## src/rtl/ifetch_prefetch_queue.sv

```systemverilog
// Instruction prefetch unit: owns the fetch PC, issues one outstanding word read at a time
// and buffers returned words with their PC in a first-word-fall-through queue for decode.
// A redirect flushes buffered work; an in-flight read is drained and its word discarded.
// Optional build macro IFQ_BYPASS_EN: an acked word forwards straight to the outputs when the
// queue is empty, giving zero ack-to-valid latency.
module ifetch_prefetch_queue #(
    parameter int unsigned DEPTH    = 4,
    parameter logic [31:0] RESET_PC = 32'h0000_0000
) (
    input  logic                       clk,
    input  logic                       reset,
    output logic                       mem_req_o,
    output logic [31:0]                mem_addr_o,
    input  logic                       mem_ack_i,
    input  logic [31:0]                mem_rdata_i,
    input  logic                       redirect_i,
    input  logic [31:0]                redirect_pc_i,
    input  logic                       deq_i,
    output logic                       instr_valid_o,
    output logic [31:0]                instr_o,
    output logic [31:0]                instr_pc_o,
    output logic [31:0]                pc_plus4_o,
    output logic [$clog2(DEPTH):0]     count_o
);
    localparam int unsigned PW = $clog2(DEPTH);
    localparam int unsigned CW = PW + 1;
    localparam logic [CW-1:0] Full = CW'(DEPTH);

    typedef enum logic [1:0] {StIdle, StReq, StDrop} state_e;

    state_e          state_q, state_d;
    logic [31:0]     fpc_q, fpc_d;
    logic [31:0]     addr_q, addr_d;
    logic [PW-1:0]   rd_ptr_q, rd_ptr_d;
    logic [PW-1:0]   wr_ptr_q, wr_ptr_d;
    logic [CW-1:0]   count_q, count_d;
    logic [31:0]     pc_mem_q   [DEPTH];
    logic [31:0]     word_mem_q [DEPTH];

    logic [31:0]     redirect_pc;
    logic            q_empty;
    logic            ack_req;
    logic            bypass;
    logic            enq;
    logic            deq_eff;

    assign redirect_pc = redirect_pc_i & 32'hFFFF_FFFC;
    assign q_empty     = (count_q == '0);
    // A live (non-discarded) word returns this cycle.
    assign ack_req     = (state_q == StReq) && mem_ack_i && !redirect_i;
`ifdef IFQ_BYPASS_EN
    assign bypass      = ack_req && q_empty;
`else
    assign bypass      = 1'b0;
`endif
    // A bypassed word that decode takes immediately never touches the queue.
    assign enq         = ack_req && !(bypass && deq_i);
    assign deq_eff     = deq_i && !q_empty && !redirect_i;

    // Queue pointer and occupancy update; redirect empties the queue.
    always_comb begin
        rd_ptr_d = rd_ptr_q;
        wr_ptr_d = wr_ptr_q;
        count_d  = count_q;
        if (redirect_i) begin
            rd_ptr_d = '0;
            wr_ptr_d = '0;
            count_d  = '0;
        end else begin
            if (enq)     wr_ptr_d = wr_ptr_q + 1'b1;
            if (deq_eff) rd_ptr_d = rd_ptr_q + 1'b1;
            count_d = count_q + CW'(enq) - CW'(deq_eff);
        end
    end

    // Fetch FSM next state, fetch PC and request address.
    always_comb begin
        state_d = state_q;
        fpc_d   = fpc_q;
        addr_d  = addr_q;
        case (state_q)
            StIdle: begin
                if (redirect_i) begin
                    fpc_d   = redirect_pc;
                    state_d = StReq;
                end else if (count_d < Full) begin
                    state_d = StReq;
                end
            end
            StReq: begin
                if (redirect_i) begin
                    fpc_d   = redirect_pc;
                    // An unacked request cannot be withdrawn; wait it out in StDrop.
                    state_d = mem_ack_i ? StReq : StDrop;
                end else if (mem_ack_i) begin
                    fpc_d   = fpc_q + 32'd4;
                    state_d = (count_d < Full) ? StReq : StIdle;
                end
            end
            StDrop: begin
                if (redirect_i) fpc_d = redirect_pc;
                if (mem_ack_i)  state_d = StReq;
            end
            default: state_d = StIdle;
        endcase
        // StDrop keeps the stale address on the bus until its ack.
        if (state_d == StReq) addr_d = fpc_d;
    end

    // Control state registers with synchronous reset.
    always_ff @(posedge clk) begin
        if (reset) begin
            state_q  <= StIdle;
            fpc_q    <= RESET_PC;
            addr_q   <= RESET_PC;
            rd_ptr_q <= '0;
            wr_ptr_q <= '0;
            count_q  <= '0;
        end else begin
            state_q  <= state_d;
            fpc_q    <= fpc_d;
            addr_q   <= addr_d;
            rd_ptr_q <= rd_ptr_d;
            wr_ptr_q <= wr_ptr_d;
            count_q  <= count_d;
        end
    end

    // Queue storage; contents are only meaningful below count_q.
    always_ff @(posedge clk) begin
        if (enq) begin
            pc_mem_q[wr_ptr_q]   <= fpc_q;
            word_mem_q[wr_ptr_q] <= mem_rdata_i;
        end
    end

    // Head-of-queue outputs, overridden by the forwarded word on bypass.
    always_comb begin
        instr_valid_o = !q_empty;
        instr_o       = word_mem_q[rd_ptr_q];
        instr_pc_o    = pc_mem_q[rd_ptr_q];
        if (bypass) begin
            instr_valid_o = 1'b1;
            instr_o       = mem_rdata_i;
            instr_pc_o    = fpc_q;
        end
    end

    assign pc_plus4_o = instr_pc_o + 32'd4;
    assign mem_req_o  = (state_q != StIdle);
    assign mem_addr_o = addr_q;
    assign count_o    = count_q;

    // Fetch only advances with room for the in-flight word, so a write into a full queue is a bug.
    assert property (@(posedge clk) disable iff (reset) !(enq && (count_q == Full)));

endmodule

```

## config.mk

```make
export PLATFORM = sky130hd
export DESIGN_NAME = ifetch_prefetch_queue
export DESIGN_NICKNAME = d
export VERILOG_FILES = /design/src/rtl/ifetch_prefetch_queue.sv
export SDC_FILE = /design/constraint.sdc
export NUM_CORES = 1
export LEC_CHECK = 0
export CAP_MARGIN = 15
export CORE_MARGIN = 2
export CORE_UTILIZATION = 61
export CTS_BUF_LIST = sky130_fd_sc_hd__clkbuf_8
export DETAILED_ROUTE_END_ITERATION = 10
export PLACE_DENSITY = 0.88
export SLEW_MARGIN = 20
export SYNTH_ARGS = -nofsm -noshare
export SYNTH_HDL_FRONTEND = slang
export SYNTH_SLANG_ARGS = --single-unit
```

## constraint.sdc

```tcl
create_clock -name clk -period 9.66 [get_ports clk]
set_input_delay 2.898 -clock clk [delete_from_list [all_inputs] [get_ports clk]]
set_output_delay 2.898 -clock clk [all_outputs]
set_load 0.005 [all_outputs]
```

# Word level (Yosys, flattened, before mapping)
# Memory sizes are Yosys's and may differ from the RTL's. A register that Yosys moved wholly into a read port is not among the register bits.
# Cells that the tools add are included.
[classes]
muxes = 19
eq_ne = 3
reduce_logical = 11
order_cmp = 1
n_addsub = 6
[ops]
columns = ["op", "n"]
rows = [
  ["$mux 32", 3],
  ["$add 32x3->32 const B", 2],
  ["$pmux 32 s2", 1],
  ["$mux 2", 10],
  ["$pmux 2 s3", 1],
  ["$add 2x1->2 const B", 2],
  ["$eq 2x1->1 const B", 2],
  ["$logic_and 1x1->1", 4],
  ["$reduce_or 2->1", 2],
  ["$add 3x1->3", 1],
  ["$logic_not 3->1", 1],
  ["$lt 3x3->1 const B", 1],
  ["$mux 1", 3],
  ["$mux 3", 1],
  ["$sub 3x1->3", 1],
  ["$eq 2x2->1 const B", 1],
  ["$logic_not 1->1", 2],
  ["$logic_not 2->1", 1],
  ["$reduce_bool 2->1", 1],
]
[totals]
word_cells = 48
input_bits = 69
ramBits = 256
reg_bits = 73
out_inout_bits = 133
mem_count = 2
[memory_table]
columns = ["name", "words", "width", "rd", "rd_clocked_by_memory_dff", "write_ports", "line", "source"]
rows = [
  ["pc_mem_q", 4, 32, 1, 1, 1, "37", "logic [31:0] pc_mem_q [DEPTH];"],
  ["word_mem_q", 4, 32, 1, 1, 1, "38", "logic [31:0] word_mem_q [DEPTH];"],
]

# Logic depth before layout (Yosys ltp)
# Gate-level depths: netlist of the first run.
[depth]
word_depth = 12
mapped_depth = 17
depth_no_buf = 13

# Worst setup path before layout of the first run
# Ideal clock, no wire load.
[synth_path]
kind = "input port to flip-flop"
startpoint = "input redirect_i"
endpoint = "register addr_q[16], in the netlist mem_addr_o[16]"
path_buffers = 6
required_ps = 9589
t_arrival_ps = 6427
setup_slack_ps = 3163
cell_stages = 16
setup_ps = 71
path_cell_list = "clkbuf_1 buf_2 buf_2 clkbuf_1 buf_1 nor2_1 ha_1 inv_1 ha_1 fa_1 xnor3_1 a32oi_1 o21ai_0 clkbuf_1 or3_1 a21oi_1"
[synth_via]
word_cells_on_any_way = 17
classes_between = "add/sub (2); order compare (1); eq/ne (1); mux (10); reduce/logical (3)"
[synth_lines]
columns = ["element", "line", "source"]
rows = [
  ["start, declared", "16", "input logic redirect_i,"],
  ["$logic_not 1->1 (*)", "58", "assign deq_eff = deq_i && !q_empty && !redirect_i;"],
  ["$logic_and 1x1->1 (*)", "58", ""],
  ["net deq_eff", "45", "logic deq_eff;"],
  ["$sub 3x1->3 (*)", "72", "count_d = count_q + CW'(enq) - CW'(deq_eff);"],
  ["$mux 3 (*)", "65", "if (redirect_i) begin"],
  ["$lt 3x3->1 (*)", "86, 97", ""],
  ["$mux 1", "97", "state_d = (count_d < Full) ? StReq : StIdle;"],
  ["$mux 2", "95", "end else if (mem_ack_i) begin"],
  ["$mux 2", "91", "if (redirect_i) begin"],
  ["$pmux 2 s3 (*)", "81", "case (state_q)"],
  ["$eq 2x1->1 (*)", "107", "if (state_d == StReq) addr_d = fpc_d;"],
  ["end signal, assigned", "122", "addr_q <= addr_d;"],
  ["end, declared", "33", "logic [31:0] addr_q, addr_d;"],
]
# Mark *: on every way through the listed nets, which the timed path passes. The rest lies on a longest branch.
# A chain may end at the register's enable or synchronous reset.

==> out/metrics.yaml, run 1 <==
worst_setup_path:
  critPathLaunchType: "flop"
  cp_cell_sequence: "buf_4 > mux4_2 > ha_1 > and3_1 > and4_4 > or3b_1 > nor2_2 > xor2_1 > clkdlybuf4s50_1"
  slowest_stage: "dfxtp_4"
  reg2reg_slack_ps: 5540
  rr_worst_depth: 14
  r2r_start: "state_q[0]"
  end_kind: "output port"
  required_ps: 6760
  critical_path.top_delay_family: "buffers and inverters"
  cp_slowest_stage_delay_ps: 750
  cp.arrival_ps: 4380
  timing.critical_path.fanout_max: 34
  critical_path_class: "reg2out"
  timing.rr.end: "mem_addr_o[25]"
  crit_buf_inv: 2
yosys:
  avgSynthCellArea_um2: 14.9
  synth.yosys.seq_area_share_pct: 65.7
  synth_edf_count: 256
  ys_types: 67
  synthMostInstantiatedCell: "edfxtp_1"
  netlist_instances: 941
  synth.net_count: 1019
  synth_top_area_share_pct: 55.0
  yosysWarningCount: 0
  synthTopCellsByArea: "edfxtp_1, dfxtp_1, mux4_2"
  synth.cell_area_mm2: 0.0140
  synth_seq_cells: 331
  synth_common_cells: "edfxtp_1, dfxtp_1, nor2_1, mux4_2, nand2_1"
  synthArstFlopShare_pct: 0
  yosysTopAreaCell: "edfxtp_1"
  synth_ff_type: "edfxtp_1"
die:
  start_util_pct: 62.0
  core_area_mm2: 0.0226
  fp.dieW_um: 155
  ioPinCount: 202
  fp.dieH_um: 155
  rows: 55
  design.die.area_mm2: 0.0242
sta:
  hold_slack_ps: 465
  rsz0062_at_grt: "no"
  tns_ps: 0
  slew_headroom_pct: 34.8
  finalSetupViolCount: 0
  skew_ps: 24.8
  hold_viol_final: 0
  finalCriticalPeriod_ps: 7280
  fin_crit_sh_pct: 75.4
  worst_pin_slew_ps: 978
  max_clock_freq_ghz: 0.137
  drv_slew: 0
min_path:
  holdPathEnd: "mem_addr_o[24]"
  min_from: "mem_addr_o[24]"
  holdPathStages: 2
  hp-class: "reg2reg"
clock_tree:
  cts_buffers: 50
  path_clk_slew_ps: 60
  h-tree-depth: 2
  insertion_delay_ps: 560
  root_buffer: "clkbuf_8"
  clk_path_buf_depth: 3
  cts_resized: 0
  cts_hold_buf: 0
  tritoncts: "built"
  cts_sinks: 331
  cts_setup_buffers: 0
placed_design:
  io_buffers: 199
  dp.cells: 1380
  gp_congestion: 0.909
  place_hpwl_mm: 20.3
global_route:
  grt_pass1_vias: 8974
  grt-ovfl-total: 0
  grt_max_degree: 76
  grt_pass1_wl_mm: 48.6
  antenna_found_initial: 0
  grt_usage_pct: 26.0
routing:
  dr.pass1.iters: 5
  via_per_inst: 6.14
  drtIter0Drc: 891
  antenna_left: 0
  drc: 0
  wirelength_mm: 31.3
  vias: 9007
  routedWlPerCell_um: 21.4
finish:
  instances_no_fill: 1466
  drive_gt1_share_pct: 13.5
  diodes: 0
  final_nets: 1225
  final_util_pct: 75.6
  fillers: 1392
  syn_to_final_growth_pct: 22.0
run_status:
  status: "completed"
power:
  ir_worst_vdd_v: 0.000129
  power_uw: 2890
  p_leak_uw: 0.00573
  powerDensity_mw_per_mm2: 169
job:
  maxCapViolations: 0
final cells by class:
type / count / area (um^2) / share of cell area [%]
timing repair buffer: 211 / 2070 / 12.1
clock inverter: 34 / 193 / 1.13
tap: 285 / 357 / 2.09
multi-input combinational: 536 / 4470 / 26.2
clock buffer: 52 / 716 / 4.19
sequential: 331 / 9190 / 53.9
inverter: 17 / 63.8 / 0.374
worst reg2reg max path, cell delays in order, from the launching register on:
cell and delay, ps:
dfxtp_1 320, buf_4 330, nand3b_1 320, nor2_1 310, inv_1 80, ha_1 280
inv_1 40, ha_1 180, fa_1 390, xnor3_1 390, a32oi_1 300, o21ai_2 200
buf_4 310, or3_1 430, a21oi_1 150
registers in the layout, indices dropped and copies added, names as in the netlist, named ones only:
register / count
wr_ptr_q: 2
state_q: 2
rd_ptr_q: 2
fpc_q: 32
word_mem_q: 128
mem_addr_o: 32
count_o: 3
pc_mem_q: 128
cells by family (layout without fill, tap and decap cells):
kind of cell	after synthesis	count (layout)	synth area share, %
flip-flops	331	331	65.7
adder cells (fa/ha/maj)	9	9	0.859
AND/OR/NAND/NOR	269	269	10.4
AO/OA/AOI/OAI	143	143	6.51
buffers and inverters	74	314	2.42
XOR/XNOR	37	37	2.42
multiplexers	78	78	11.7
stage by stage:
| step | area (um^2) | setup slack [ps] |
|---|---|---|
| finish | 17100 | 2380 |
| global route | 17100 | 2060 |
| CTS | 17100 | 2250 |
| detailed placement | 16200 | 2630 |
| global placement | 16200 | 2770 |
| floorplan | 14000 | 3160 |
placed cells by master, fill, tap and decap left out, drive strengths merged, types with 4 or more instances in the layout:
cell type      count
xnor2             27
nand2b            13
or2                5
nor4               9
nand4             18
nor2              61
mux4              64
o21ai             30
nor3              23
mux2              10
a211oi            11
ha                 8
o22ai             20
o21a              10
nand3b             8
a21oi             36
nand2             51
mux2i              4
clkbuf            52
buf               14
a31oi              6
nor2b              8
and4               8
and3              16
clkdlybuf4s50    197
dfxtp             75
or3               10
edfxtp           256
xor2               9
clkinv            14
inv               35
and2              12
nand3             21
worst max-delay path by stage:
| stage | end | cells past startpoint | slack [ps] | from |
|---|---|---|---|---|
| after detailed placement | mem_addr_o[25] | 14 | 2630 | mem_ack_i |
| final | pc_plus4_o[26] | 9 | 2380 | flop |
| after global placement | mem_addr_o[16] | 14 | 2770 | mem_ack_i |
| after global routing | pc_plus4_o[26] | 9 | 2060 | flop |
| after floorplan | mem_addr_o[16] | 16 | 3160 | redirect_i |
| after CTS | pc_plus4_o[26] | 9 | 2250 | flop |
power by group:
part           leakage [uW]  internal, uW  total [uW]  switching, uW
Sequential          0.00294          1570        1610           37.3
Clock              0.000527           550        1050            501
Combinational       0.00226           121         232            110
per-layer routing:
| layer | global-route usage, % | part of all wire, % | vias up |
|---|---|---|---|
| met2 | 41.7 | 48 | 458 |
| met5 | 0 | 0 | - |
| met3 | 5.15 | 9.1 | 46 |
| li1 | - | - | 4091 |
| met1 | 36.8 | 41 | 4412 |
| met4 | 7.34 | 1.6 | 0 |
Note: power is estimated with default switching activity, not from simulation.
==> run 2, diff against run 1 <==
- CORE_UTILIZATION: 61 -> 56
- PLACE_DENSITY: 0.88 -> 0.82
- clock period: 9.66 -> 7.3 ns (I/O delays scaled with it)
==> out/metrics.yaml, run 2 (synthesis gave the netlist of run 1 again) <==
routing:
  route.met2.wl_mm: 15.1  # +0.23%
  met3_length_mm: 3.19  # +12%
  drtIter0Drc: 1010  # +13%
  vias: 9119  # +1.2%
  wl_met1_mm: 13.1  # +1.1%
  antenna_left: 0  # unchanged
  dr.pass1.iters: 5  # unchanged
  highest_layer: "met4"
  routedWlPerCell_um: 21.1  # -1.0%
  drc: 0  # unchanged
  via_per_inst: 6.03  # -1.8%
  wirelength_mm: 32.0  # +2.1%
power:
  p_leak_uw: 0.00574  # +0.19%
  ir_worst_vdd_v: 0.000140  # +8.6%
  power_uw: 3790  # +31%
  powerDensity_mw_per_mm2: 221  # +31%
finish:
  final_common_cell: "edfxtp_1"
  final_nets: 1229  # +0.33%
  drive_gt1_share_pct: 14.0  # +0.43 points
  multi_input_area_mm2: 0.00447  # unchanged
  mostFrequentLayoutCells: "edfxtp_1, clkdlybuf4s50_1, dfxtp_1, nor2_1, mux4_2"
  syn_to_final_growth_pct: 22.4
  top_regs: "pc_mem_q x128, word_mem_q x128"
  diodes: 0  # unchanged
  fillers: 1669  # +20%
  seq_area_mm2: 0.00919  # unchanged
sta:
  fin_crit_sh_pct: 85.2
  finalCriticalPeriod_ps: 6220
  rsz0062_at_grt: "no"
  worst_pin_slew_ps: 960  # -18.5 ps
  max_clock_freq_ghz: 0.161
  skew_ps: 16.3  # -8.51 ps
  tns_ps: 0  # unchanged
  finalSetupViolCount: 0  # unchanged
  drv_slew: 0  # unchanged
  hold_viol_final: 0  # unchanged
  slew_headroom_pct: 36.0  # +1.2 points
  finalWorstSetupSlack_ps: 1080  # -1300 ps
worst_setup_path:
  reg2reg_slack_ps: 3340  # -2200 ps
  timing.critical_path.fanout_max: 41  # +21%
  cp_slowest_stage_delay_ps: 860  # +110 ps
  slowest_stage: "dfxtp_4"
  critPathLaunchType: "flop"
  critical_path.top_delay_family: "simple AND/OR/NAND/NOR gates"
  cp.arrival_ps: 4030  # -350 ps
  crit_buf_inv: 1  # -1
  r2r_start: "state_q[1]"
  timing.rr.end: "mem_addr_o[22]"
  required_ps: 5110  # -1650 ps
  cp_cell_sequence: "mux4_1 > and4_4 > nand2_1 > nor4_1 > nand4_1 > xnor2_1 > clkdlybuf4s50_1"
  end_kind: "output port"
  rr_worst_depth: 13  # -1
  critical_path_class: "reg2out"
die:
  core_area_mm2: 0.0244  # +8.1%
  start_util_pct: 57.3  # -4.6 points
  ioPinCount: 202  # unchanged
  rows: 57  # +3.6%
  fp.dieW_um: 162  # +4.3%
  fp.dieH_um: 162  # +4.3%
  design.die.area_mm2: 0.0263  # +8.7%
min_path:
  hp-class: "reg2reg"
  min_from: "mem_addr_o[3]"
  holdPathStages: 2  # unchanged
  holdPathEnd: "mem_addr_o[3]"
clock_tree:
  cts_buffers: 51  # +2.0%
  root_buffer: "clkbuf_8"
  path_clk_slew_ps: 60  # about the same
  cts_resized: 0  # unchanged
  cts_hold_buf: 0  # unchanged
  cts_sinks: 331  # unchanged
  cts_setup_buffers: 0  # unchanged
  clk_path_buf_depth: 3  # unchanged
  h-tree-depth: 2  # unchanged
  insertion_delay_ps: 570  # about the same
  tritoncts: "built"
global_route:
  antenna_found_initial: 0  # unchanged
  grt_pass1_wl_mm: 49.3  # +1.4%
  grt_usage_pct: 24.3  # -1.7 points
  grt_pass1_vias: 8969  # -0.056%
  grt_max_degree: 67  # -12%
  grt-ovfl-total: 0  # unchanged
placed_design:
  io_buffers: 199  # unchanged
  pre_cts_ws_ps: 1110  # -1530 ps
  place_hpwl_mm: 20.7  # +2.2%
  gp_congestion: 0.971  # +6.8%
run_status:
  status: "completed"
job:
  maxCapViolations: 0  # unchanged
==> run 2: power breakdown <==
part | total, uW | internal [uW] | switching, uW
Sequential | 2130 | 2080 | 49.2
Clock | 1360 | 674 | 682
Combinational | 309 | 161 | 147
Total | 3790 | 2910 | 878
==> run 2: final cells by class <==
type | count | share of cell area (%)
Clock buffer | 53 | 4.26
Tap cell | 324 | 2.37
Multi-Input combinational cell | 536 | 26.1
Clock inverter | 37 | 0.950
Timing Repair Buffer | 214 | 12.2
Inverter | 17 | 0.373
Sequential cell | 331 | 53.7
==> run 2: worst max-delay path by stage <==
stage,start,to,slack (ps),cells past startpoint
after CTS,flop,pc_plus4_o[31],960,7
after detailed placement,mem_ack_i,mem_addr_o[22],1110,13
final,flop,pc_plus4_o[31],1080,7
after floorplan,redirect_i,mem_addr_o[16],1510,16
after global placement,mem_ack_i,mem_addr_o[20],1230,13
after global routing,flop,pc_plus4_o[31],790,7
==> run 2: worst reg2reg max path, stage by stage, from the launching register on <==
cell	delay, ps
dfxtp_1	300
buf_4	230
nand3b_1	380
nor2_1	290
inv_1	70
ha_1	270
inv_1	40
ha_1	200
fa_1	410
xnor3_1	410
a32oi_1	310
o21a_1	430
nand2_1	290
o21ai_0	250
==> run 2: routing by layer <==
layer  vias to the layer above  global-route usage (%)
met2                       512                    38.7
met3                        56                    5.16
met4                         0                    6.76
li1                       4095                       -
met1                      4456                    34.5
met5                         -                       0
==> run 2: metrics by stage <==
| step | util [%] | cells | cell area [um^2] | hold WS [ps] |
|---|---|---|---|---|
| floorplan | - | 941 | 14000 | 453 |
| global placement | 66.5 | 1422 | 16200 | 446 |
| detailed placement | 66.5 | 1422 | 16200 | 450 |
| CTS | 70.2 | 1512 | 17100 | 463 |
| global route | 70.2 | 1512 | 17100 | 485 |
| finish | 70.2 | 1512 | 17100 | 465 |
==> run 3, diff against run 2 <==
- CAP_MARGIN: 15 -> unset
- SLEW_MARGIN: 20 -> unset
==> results of run 3 <==
Same layout as run 2: the final DEF is identical, and so are final timing and power.
